**src/rtl/door_pkg.sv**
```systemverilog
// Shared state encoding, requester codes and source-priority helper for the
// automatic-door sequencer.
package door_pkg;

  typedef enum logic [2:0] {
    HOMING  = 3'd0,
    CLOSED  = 3'd1,
    OPENING = 3'd2,
    HOLD    = 3'd3,
    CLOSING = 3'd4,
    BRAKE   = 3'd5,
    FAULT   = 3'd6
  } state_t;

  localparam logic [1:0] SRC_NONE = 2'd0;
  localparam logic [1:0] SRC_IN   = 2'd1;
  localparam logic [1:0] SRC_OUT  = 2'd2;
  localparam logic [1:0] SRC_REM  = 2'd3;

  // Fixed priority remote > outside > inside.
  function automatic logic [1:0] src_pick(input logic rin, input logic rout, input logic rrem);
    logic [1:0] s;
    if (rrem) begin
      s = SRC_REM;
    end else if (rout) begin
      s = SRC_OUT;
    end else if (rin) begin
      s = SRC_IN;
    end else begin
      s = SRC_NONE;
    end
    return s;
  endfunction

endpackage

```
**src/rtl/door_timer.sv**
```systemverilog
// Loadable saturating down-counter shared by every timed state of the sequencer.
module door_timer
  import door_pkg::*;
#(
  parameter int CNT_W   = 8,
  parameter int RST_VAL = 64
) (
  input  logic             CLK,
  input  logic             RST,
  input  logic             load,
  input  logic [CNT_W-1:0] load_val,
  input  logic             en,
  output logic [CNT_W-1:0] cnt,
  output logic             zero
);

  logic [CNT_W-1:0] cnt_r;

  // Load has priority; otherwise count down and park at zero.
  always_ff @(posedge CLK or negedge RST) begin
    if (!RST) begin
      cnt_r <= CNT_W'(RST_VAL);
    end else if (load) begin
      cnt_r <= load_val;
    end else if (en && (cnt_r != {CNT_W{1'b0}})) begin
      cnt_r <= cnt_r - {{(CNT_W-1){1'b0}}, 1'b1};
    end else begin
      cnt_r <= cnt_r;
    end
  end

  assign cnt  = cnt_r;
  assign zero = (cnt_r == {CNT_W{1'b0}});

endmodule

```
**src/rtl/door_sequencer.sv**
```systemverilog
// Automatic-door motor sequencer: request arbitration, timed hold, auto-close,
// obstruction reversal and travel/sensor fault handling.
module door_sequencer
  import door_pkg::*;
#(
  parameter int HOLD_CYCLES = 16,
  parameter int TRAVEL_MAX  = 64,
  parameter int DEADTIME    = 2,
  parameter int MAX_REV     = 3,
  parameter int CNT_W       = 8
) (
  input  logic       CLK,
  input  logic       RST,
  input  logic       req_in,
  input  logic       req_out,
  input  logic       req_rem,
  input  logic       obstruct,
  input  logic       UP_Max,
  input  logic       DN_Max,
  input  logic       fault_clr,
  output logic       UP_M,
  output logic       DN_M,
  output logic       fault,
  output logic [1:0] last_src
);

  localparam int REV_W    = $clog2(MAX_REV + 1);
  localparam int LOAD_MAX = (TRAVEL_MAX > HOLD_CYCLES) ?
                            ((TRAVEL_MAX > DEADTIME) ? TRAVEL_MAX : DEADTIME) :
                            ((HOLD_CYCLES > DEADTIME) ? HOLD_CYCLES : DEADTIME);

  state_t           state_r;
  state_t           state_s;
  logic             load_s;
  logic [CNT_W-1:0] load_val_s;
  logic [CNT_W-1:0] cnt_s;
  logic             zero_s;
  logic [REV_W-1:0] rev_cnt_r;
  logic             rev_inc_s;
  logic             rev_clr_s;
  logic             src_upd_s;
  logic             up_m_r;
  logic             dn_m_r;
  logic             fault_r;
  logic [1:0]       last_src_r;
  logic             request_s;
  logic             both_lim_s;
  logic             timer_bad_s;

  assign request_s  = req_in | req_out | req_rem;
  assign both_lim_s = UP_Max & DN_Max;
  // A count above every value we ever load can only come from corruption.
  assign timer_bad_s = (cnt_s > CNT_W'(LOAD_MAX));

  door_timer #(
    .CNT_W  (CNT_W),
    .RST_VAL(TRAVEL_MAX)
  ) u_timer (
    .CLK     (CLK),
    .RST     (RST),
    .load    (load_s),
    .load_val(load_val_s),
    .en      (1'b1),
    .cnt     (cnt_s),
    .zero    (zero_s)
  );

  // Next-state, timer load and counter control.
  always_comb begin
    state_s    = state_r;
    load_s     = 1'b0;
    load_val_s = CNT_W'(TRAVEL_MAX);
    rev_inc_s  = 1'b0;
    rev_clr_s  = 1'b0;
    src_upd_s  = 1'b0;
    if ((state_r != FAULT) && (both_lim_s || timer_bad_s)) begin
      state_s = FAULT;
    end else begin
      case (state_r)
        HOMING: begin
          if (DN_Max) begin
            state_s = CLOSED;
          end else if (zero_s) begin
            state_s = FAULT;
          end else begin
            state_s = HOMING;
          end
        end
        CLOSED: begin
          if (request_s && !UP_Max) begin
            state_s    = OPENING;
            load_s     = 1'b1;
            load_val_s = CNT_W'(TRAVEL_MAX);
            rev_clr_s  = 1'b1;
            src_upd_s  = 1'b1;
          end else begin
            state_s = CLOSED;
          end
        end
        OPENING: begin
          if (UP_Max) begin
            state_s    = HOLD;
            load_s     = 1'b1;
            load_val_s = CNT_W'(HOLD_CYCLES);
          end else if (zero_s) begin
            state_s = FAULT;
          end else begin
            state_s = OPENING;
          end
        end
        HOLD: begin
          if (request_s || obstruct) begin
            load_s     = 1'b1;
            load_val_s = CNT_W'(HOLD_CYCLES);
          end else if (zero_s) begin
            state_s    = CLOSING;
            load_s     = 1'b1;
            load_val_s = CNT_W'(TRAVEL_MAX);
          end else begin
            state_s = HOLD;
          end
        end
        CLOSING: begin
          // Reaching the closed limit beats a same-cycle obstruction.
          if (DN_Max) begin
            state_s = CLOSED;
          end else if (obstruct || request_s) begin
            state_s    = BRAKE;
            load_s     = 1'b1;
            load_val_s = CNT_W'(DEADTIME);
            rev_inc_s  = 1'b1;
          end else if (zero_s) begin
            state_s = FAULT;
          end else begin
            state_s = CLOSING;
          end
        end
        BRAKE: begin
          if (zero_s && (rev_cnt_r == REV_W'(MAX_REV))) begin
            state_s = FAULT;
          end else if (zero_s) begin
            state_s    = OPENING;
            load_s     = 1'b1;
            load_val_s = CNT_W'(TRAVEL_MAX);
          end else begin
            state_s = BRAKE;
          end
        end
        FAULT: begin
          if (fault_clr && !both_lim_s) begin
            state_s    = HOMING;
            load_s     = 1'b1;
            load_val_s = CNT_W'(TRAVEL_MAX);
          end else begin
            state_s = FAULT;
          end
        end
        default: begin
          state_s = FAULT;
        end
      endcase
    end
  end

  // State register.
  always_ff @(posedge CLK or negedge RST) begin
    if (!RST) begin
      state_r <= HOMING;
    end else begin
      state_r <= state_s;
    end
  end

  // Outputs are the decode of the state being entered, so they track state_r exactly.
  always_ff @(posedge CLK or negedge RST) begin
    if (!RST) begin
      up_m_r  <= 1'b0;
      dn_m_r  <= 1'b0;
      fault_r <= 1'b0;
    end else begin
      up_m_r  <= (state_s == OPENING);
      dn_m_r  <= (state_s == CLOSING) || (state_s == HOMING);
      fault_r <= (state_s == FAULT);
    end
  end

  // Consecutive-reversal counter, cleared on each fresh open from CLOSED.
  always_ff @(posedge CLK or negedge RST) begin
    if (!RST) begin
      rev_cnt_r <= {REV_W{1'b0}};
    end else if (rev_clr_s) begin
      rev_cnt_r <= {REV_W{1'b0}};
    end else if (rev_inc_s && (rev_cnt_r != REV_W'(MAX_REV))) begin
      rev_cnt_r <= rev_cnt_r + {{(REV_W-1){1'b0}}, 1'b1};
    end else begin
      rev_cnt_r <= rev_cnt_r;
    end
  end

  // Requester that triggered the most recent open.
  always_ff @(posedge CLK or negedge RST) begin
    if (!RST) begin
      last_src_r <= SRC_NONE;
    end else if (src_upd_s) begin
      last_src_r <= src_pick(req_in, req_out, req_rem);
    end else begin
      last_src_r <= last_src_r;
    end
  end

  assign UP_M     = up_m_r;
  assign DN_M     = dn_m_r;
  assign fault    = fault_r;
  assign last_src = last_src_r;

endmodule

```
**config.mk**
```make
export PLATFORM = sky130hd
export DESIGN_NAME = door_sequencer
export DESIGN_NICKNAME = d
export VERILOG_FILES = /design/src/rtl/door_pkg.sv /design/src/rtl/door_timer.sv /design/src/rtl/door_sequencer.sv
export SDC_FILE = /design/constraint.sdc
export NUM_CORES = 1
export LEC_CHECK = 0
export BUFFER_PORTS_ARGS = -buffer_cell sky130_fd_sc_hd__buf_2
export CAP_MARGIN = 10
export CORE_MARGIN = 8
export CORE_UTILIZATION = 60
export DETAILED_ROUTE_END_ITERATION = 10
export PLACE_DENSITY_LB_ADDON = 0.15
export REMOVE_ABC_BUFFERS = 1
export SLEW_MARGIN = 30
export SYNTH_ARGS = -nofsm -noshare
export SYNTH_HDL_FRONTEND = slang
export SYNTH_SLANG_ARGS = --single-unit
```
**constraint.sdc**
```tcl
create_clock -name CLK -period 5.35 [get_ports CLK]
set_input_delay 1.07 -clock CLK [delete_from_list [all_inputs] [get_ports CLK]]
set_output_delay 1.07 -clock CLK [all_outputs]
set_load 0.02 [all_outputs]
```
After elaboration in Yosys (flattened, before gate mapping)
Cells that the tools add are included.
- add/subtract/negate cells: 2
- $lt $le $gt $ge: 1
- eq/ne operators: 12
- mux-type cells: 42
- bitwise gates (word level): 3
- reductions and logical operators: 16
- operators with widths (operator ; count):
    2-to-1 mux 3 bit ; 11
    2-to-1 mux 7 bit ; 4
    2-to-1 mux 8 bit ; 3
    case mux 3 bit (7 select lines) ; 1
    case mux 7 bit (3 select lines) ; 1
    equality test 3 bit, second input constant ; 5
    2-to-1 mux 1 bit ; 14
    2-to-1 mux 2 bit ; 7
    equality test 3 x 2 -> 1 bit, second input constant ; 3
    greater-than comparator 8 x 7 -> 1 bit, second input constant ; 1
    logical NOT 8 bit ; 1
    nonzero test 8 bit ; 1
    subtractor 8 x 1 -> 8 bit, second input constant ; 1
    logical NOT 3 bit ; 2
    case mux 1 bit (6 select lines) ; 1
    logical AND 1 bit ; 5
    nonzero test 2 bit ; 2
    equality test 3 x 1 -> 1 bit, second input constant ; 1
    logical OR 1 bit ; 3
    inequality test 3 bit, second input constant ; 1
    adder 2 x 1 -> 2 bit, second input constant ; 1
    equality test 2 bit, second input constant ; 1
    logical NOT 1 bit ; 2
    inequality test 2 bit, second input constant ; 1
    other kinds (2) ; 3
- bits in registers: 18
- bits of input ports: 9
- output and inout bits: 5
- logic and storage cells: 83

Depth between registers and ports, before layout
- depth after elaboration: 10
- gate-level depth with buffers: 8
- mapped depth without buffers: 8

Hierarchy
From an unflattened synthesis, not the netlist that was laid out.
- cells, all modules: 149
- area total of the unflattened synthesis: 1315.0 µm²
- by module, submodules not included (module ; times used ; cells an instance ; area each (µm²) ; sequential area each (µm²)):
    door_sequencer ; 1 ; 89 ; 768.2 ; 250.2
    door_timer ; 1 ; 60 ; 546.8 ; 201.4

Least setup slack after synthesis
No wires, ideal clock.
- kind: input-to-reg
- start point: input port UP_Max
- end point: register rev_cnt_r[0]
- library setup time: 0.125 ns
- data arrival time: 2.167 ns
- data required time: 5.225 ns
- slack: 3.058 ns
- cell stages on the path: 5
- buffers on the path: 0
- path through: or4b_4 -> or2_4 -> o21ai_2 -> nand2b_1 -> mux2_4
- cells in the longest elaborated chain, start to end: 6
- elaborated cells on any way between the ends: 12
- those cells by class: mux (5); bitwise (1); reduce/logical (6)
- ends and longest elaborated chain (item ; line ; source):
    start, declared ; door_sequencer.sv:18 ; input logic UP_Max,
    logical NOT 1 bit / AND 1 bit (equally long branches) ; door_sequencer.sv:90, door_sequencer.sv:51 ;
    logical AND 1 bit / logical OR 1 bit (equally long branches) ; door_sequencer.sv:90, door_sequencer.sv:76 ;
    2-to-1 mux 1 bit / logical AND 1 bit (equally long branches) ; door_sequencer.sv:90, door_sequencer.sv:76 ;
    2-to-1 mux 1 bit (on tied branches) ; door_sequencer.sv:79, door_sequencer.sv:76 ;
    2-to-1 mux 1 bit / logical AND 1 bit (equally long branches) ; door_sequencer.sv:76, door_sequencer.sv:193 ;
    2-to-1 mux 2 bit / nonzero test 2 bit (equally long branches) ; n/a ;
    end signal, assigned ; door_sequencer.sv:190 ; rev_cnt_r <= {REV_W{1'b0}};
    end signal, assigned ; door_sequencer.sv:192 ; rev_cnt_r <= {REV_W{1'b0}};
    end signal, assigned ; door_sequencer.sv:194 ; rev_cnt_r <= rev_cnt_r + {{(REV_W-1){1'b0}}, 1'b1};
    end, declared ; door_sequencer.sv:38 ; logic [REV_W-1:0] rev_cnt_r;
Parallel ways exist; a longest one is shown, timed or not.
A chain may end at the register's enable or synchronous reset.

Final worst setup path
- start point: input port DN_Max
- end point: register u_timer.cnt_r[6] (netlist: u_timer.cnt[6])
- cells in the longest elaborated chain, start to end: 7
- elaborated cells on any way between the ends: 14
- those cells by class: mux (8); bitwise (1); reduce/logical (5)
- ends and longest elaborated chain (item ; line ; source):
    start, declared ; door_sequencer.sv:19 ; input logic DN_Max,
    AND 1 bit ; door_sequencer.sv:51 ; assign both_lim_s = UP_Max & DN_Max;
    logical NOT 1 bit ; door_sequencer.sv:150 ; if (fault_clr && !both_lim_s) begin
    logical AND 1 bit ; door_sequencer.sv:150 ;
    2-to-1 mux 1 bit ; door_sequencer.sv:150 ;
    case mux 1 bit (6 select lines) ; door_sequencer.sv:79 ; case (state_r)
    2-to-1 mux 1 bit ; door_sequencer.sv:76 ; if ((state_r != FAULT) && (both_lim_s || timer_bad_s)) begin
    2-to-1 mux 8 bit / nonzero test 2 bit (equally long branches) ; n/a ;
    end signal, assigned ; door_timer.sv:22 ; cnt_r <= CNT_W'(RST_VAL);
    end signal, assigned ; door_timer.sv:24 ; cnt_r <= load_val;
    end signal, assigned ; door_timer.sv:26 ; cnt_r <= cnt_r - {{(CNT_W-1){1'b0}}, 1'b1};
    end, declared ; door_timer.sv:17 ; logic [CNT_W-1:0] cnt_r;
Parallel ways exist; a longest one is shown, timed or not.

==> results_dict.tcl <==
set metrics [dict create \
    max_cap_viol_count 0 \
    cts_tree "yes" \
    clkPwrFrac_pct 10.9 \
    synth_edf_count 0 \
    cts_sinks 18 \
    core_area_mm2 0.00198 \
    grt_pass1_wl_um 4770 \
    crit_start "DN_Max" \
    timing.critical_path.fanout_max 8 \
    cts_setup_buffers 0 \
    vias_per_cell 6.05 \
    seq_power_share_pct 35.4 \
    h-tree-depth 1 \
    dieWidth_um 62.2 \
    fp.dieArea_mm2 0.00387 \
    die_h_um 62.2 \
    dp_hpwl_um 2070 \
    root_buffer "clkbuf_4" \
    r2r-start "u_timer.cnt[0]$_DFFE_PN0P_" \
    worstMarginPinSlew_ns 0.621 \
    powerDensity_mw_per_mm2 576 \
    synthCells 140 \
    max_freq_mhz 433 \
    leakagePower_nw 0.626 \
    switchingPower_mw 0.357 \
    cts.repair.resized 0 \
    grt_pass1_vias 1064 \
    cts_made_buffers 3 \
    ys_top_cells_by_count "21 x nor2_1, 17 x dfrtp_1, 8 x a21oi_1, 8 x nor3_1, 6 x inv_1" \
    power.share.switching_pct 45.2 \
    peakVddDrop_uv 370 \
    synthTopCellsByArea "dfrtp_1 33%, nor2_1 6.1%, mux2i_1 3.9%" \
    diodes 0 \
    placement.io_buffers 13 \
    hp-class "reg2reg" \
    slowest_delay_ns 0.40 \
    synth_area_per_cell_um2 9.16 \
    ios 14 \
    drc 0 \
    synth.most_common_cell "nor2_1" \
    crit_path_start_kind "primary input" \
    rows 16 \
    drive_above_1_share_pct 22.8 \
    ant_nets 0 \
    worstPathRequired_ns 5.60 \
    fin_nets 162 \
    syn_to_final_growth_pct 7.02 \
    wl_per_cell_um 15.7 \
    hold_buffers 0 \
    synth_cell_type_count 56 \
    p_comb_share_pct 53.6 \
    critPathKind "in2reg" \
    worst_path_max_delay_cell "a211oi_1" \
    clockBufferDepth 2 \
    yosys_warnings 0 \
    crit_arrival_ns 2.56 \
    ys_ff_latch 18 \
    ys_seq_area_share_pct 35.2 \
    rsz0062_at_grt "no" \
    hold_viol_final 0 \
    setup_viol 0 \
    async_flop_share_pct 100 \
    clkTransAtPathRegs_ns 0.12 \
    start_util_pct 64.7 \
    vias 1064 \
    grtUsageTotal_pct 14.9 \
    grt_overflow 0 \
    path_cells "buf_2, a211oi_1, a221oi_1, nor3_1, o31a_1, mux2i_1" \
    setup_tns_ns 0 \
    antenna_found_initial 0 \
    dr.pass1.iters 4 \
    fin_area_mm2 0.00137 \
    grt_max_degree 21 \
    hold_path_startpoint "rev_cnt_r[1]$_DFFE_PN0P_" \
    synth_top_area_share_pct 33.2 \
    drv_slew 0 \
    drt_iter0_drc 27 \
    min_period_ns 2.31 \
    skew_ns 0.0223 \
    p_int_mw 0.433 \
    synth_area_mm2 0.00128 \
    gp_congestion 0.916 \
    dpl_cell_area_mm2 0.00134 \
    status "finished, final reports clean" \
    synth_top_area_cell "dfrtp_1" \
    period_share_pct 43.2 \
    drt-total-wl_um 2760 \
    ys.flop_type "dfrtp_1" \
    maxSlewHeadroom_pct 58.3 \
    clk_latency_ns 0.31 \
    end_kind "register" \
]
-- registers in the layout, summed over array words and instances (netlist names) --
| register | count |
|---|---|
| rev_cnt_r | 2 |
| u_timer.cnt | 8 |
| UP_M | 1 |
| fault | 1 |
| DN_M | 1 |
| last_src | 2 |
| state_r | 3 |
-- power groups by stage --
stage          Sequential, mW  Combinational, mW  Clock, mW
4_1_cts                 0.279              0.427     0.0900
6_report                0.280              0.424     0.0865
5_1_grt                 0.292              0.473     0.0933
3_5_place_dp            0.281              0.426          0
2_1_floorplan           0.279              0.323          0
3_3_place_gp            0.279              0.412          0
-- logic make-up (layout without fill, tap and decap cells) --
family	Yosys count	after routing	synth area share, %
AO/OA/AOI/OAI	32	32	19.2
XOR/XNOR	3	3	2.05
adder cells (fa/ha/maj)	3	3	2.93
buffers and inverters	15	24	5.56
flip-flops	18	18	35.2
multiplexers	6	6	5.07
AND/OR/NAND/NOR	63	63	30.0
-- cell type report --
| type | instances | area, µm² |
|---|---|---|
| multi-input combinational | 107 | 759 |
| fill | 172 | 609 |
| sequential | 18 | 452 |
| timing repair buffer | 13 | 65.1 |
| clock buffer | 4 | 36.3 |
| tap | 27 | 33.8 |
| inverter | 7 | 26.3 |
-- worst max-delay path: cells and delay by family --
kind,cells,cell delay [ns]
compound gates,3,0.91
buf+inv,1,0.15
mux,1,0.23
simple gates,1,0.20
-- layer usage --
layer	global-route usage (%)	vias up	part of all wire [%]
li1	-	532	-
met3	2.69	9	3.3
met5	0	-	0
met4	7.29	0	3.1
met2	25.4	27	50
met1	17.5	496	44
-- cell usage in the layout, fill, tap and decap left out, drive strengths merged, types with 2 or more instances in the layout --
cell | netlist | layout
or4b | 2 | 2
a21oi | 8 | 8
nor2b | 2 | 2
a211oi | 3 | 3
o211ai | 2 | 2
nand2b | 3 | 3
inv | 7 | 7
nand3b | 3 | 3
nor2 | 21 | 21
dfrtp | 17 | 17
nor4 | 2 | 2
ha | 3 | 3
nand2 | 5 | 5
nor3 | 10 | 10
o21ai | 4 | 4
nand3 | 4 | 4
buf | 5 | 13
mux2i | 5 | 5
xnor2 | 2 | 2
nor3b | 2 | 2
clkbuf | 3 | 4
-- final timing paths --
check / cells past startpoint / slack, ns / to
setup / recovery: 6 / 3.04 / u_timer.cnt[6]$_DFFE_PN1P_
hold / removal: 1 / 0.53 / rev_cnt_r[1]$_DFFE_PN0P_
setup reg to reg: 7 / 3.14 / u_timer.cnt[6]$_DFFE_PN1P_
hold reg to reg: 1 / 0.53 / rev_cnt_r[1]$_DFFE_PN0P_
max in group asynchronous: 1 / 4.38 / u_timer.cnt[6]$_DFFE_PN1P_
min in group asynchronous: 1 / 0.66 / last_src[0]$_DFFE_PN0P_
-- stage by stage --
step	setup slack [ns]	hold WS, ns	util (%)	total power, mW	instances
after CTS	3.05	0.533	69.3	0.796	176
after detailed placement	2.72	0.506	67.4	0.706	172
after global routing	2.87	0.549	69.3	0.858	176
after floorplan	3.04	0.477	-	0.603	132
final	3.04	0.531	69.3	0.790	176
after global placement	2.74	0.494	67.4	0.691	172
(Power assumes the default switching activity.)
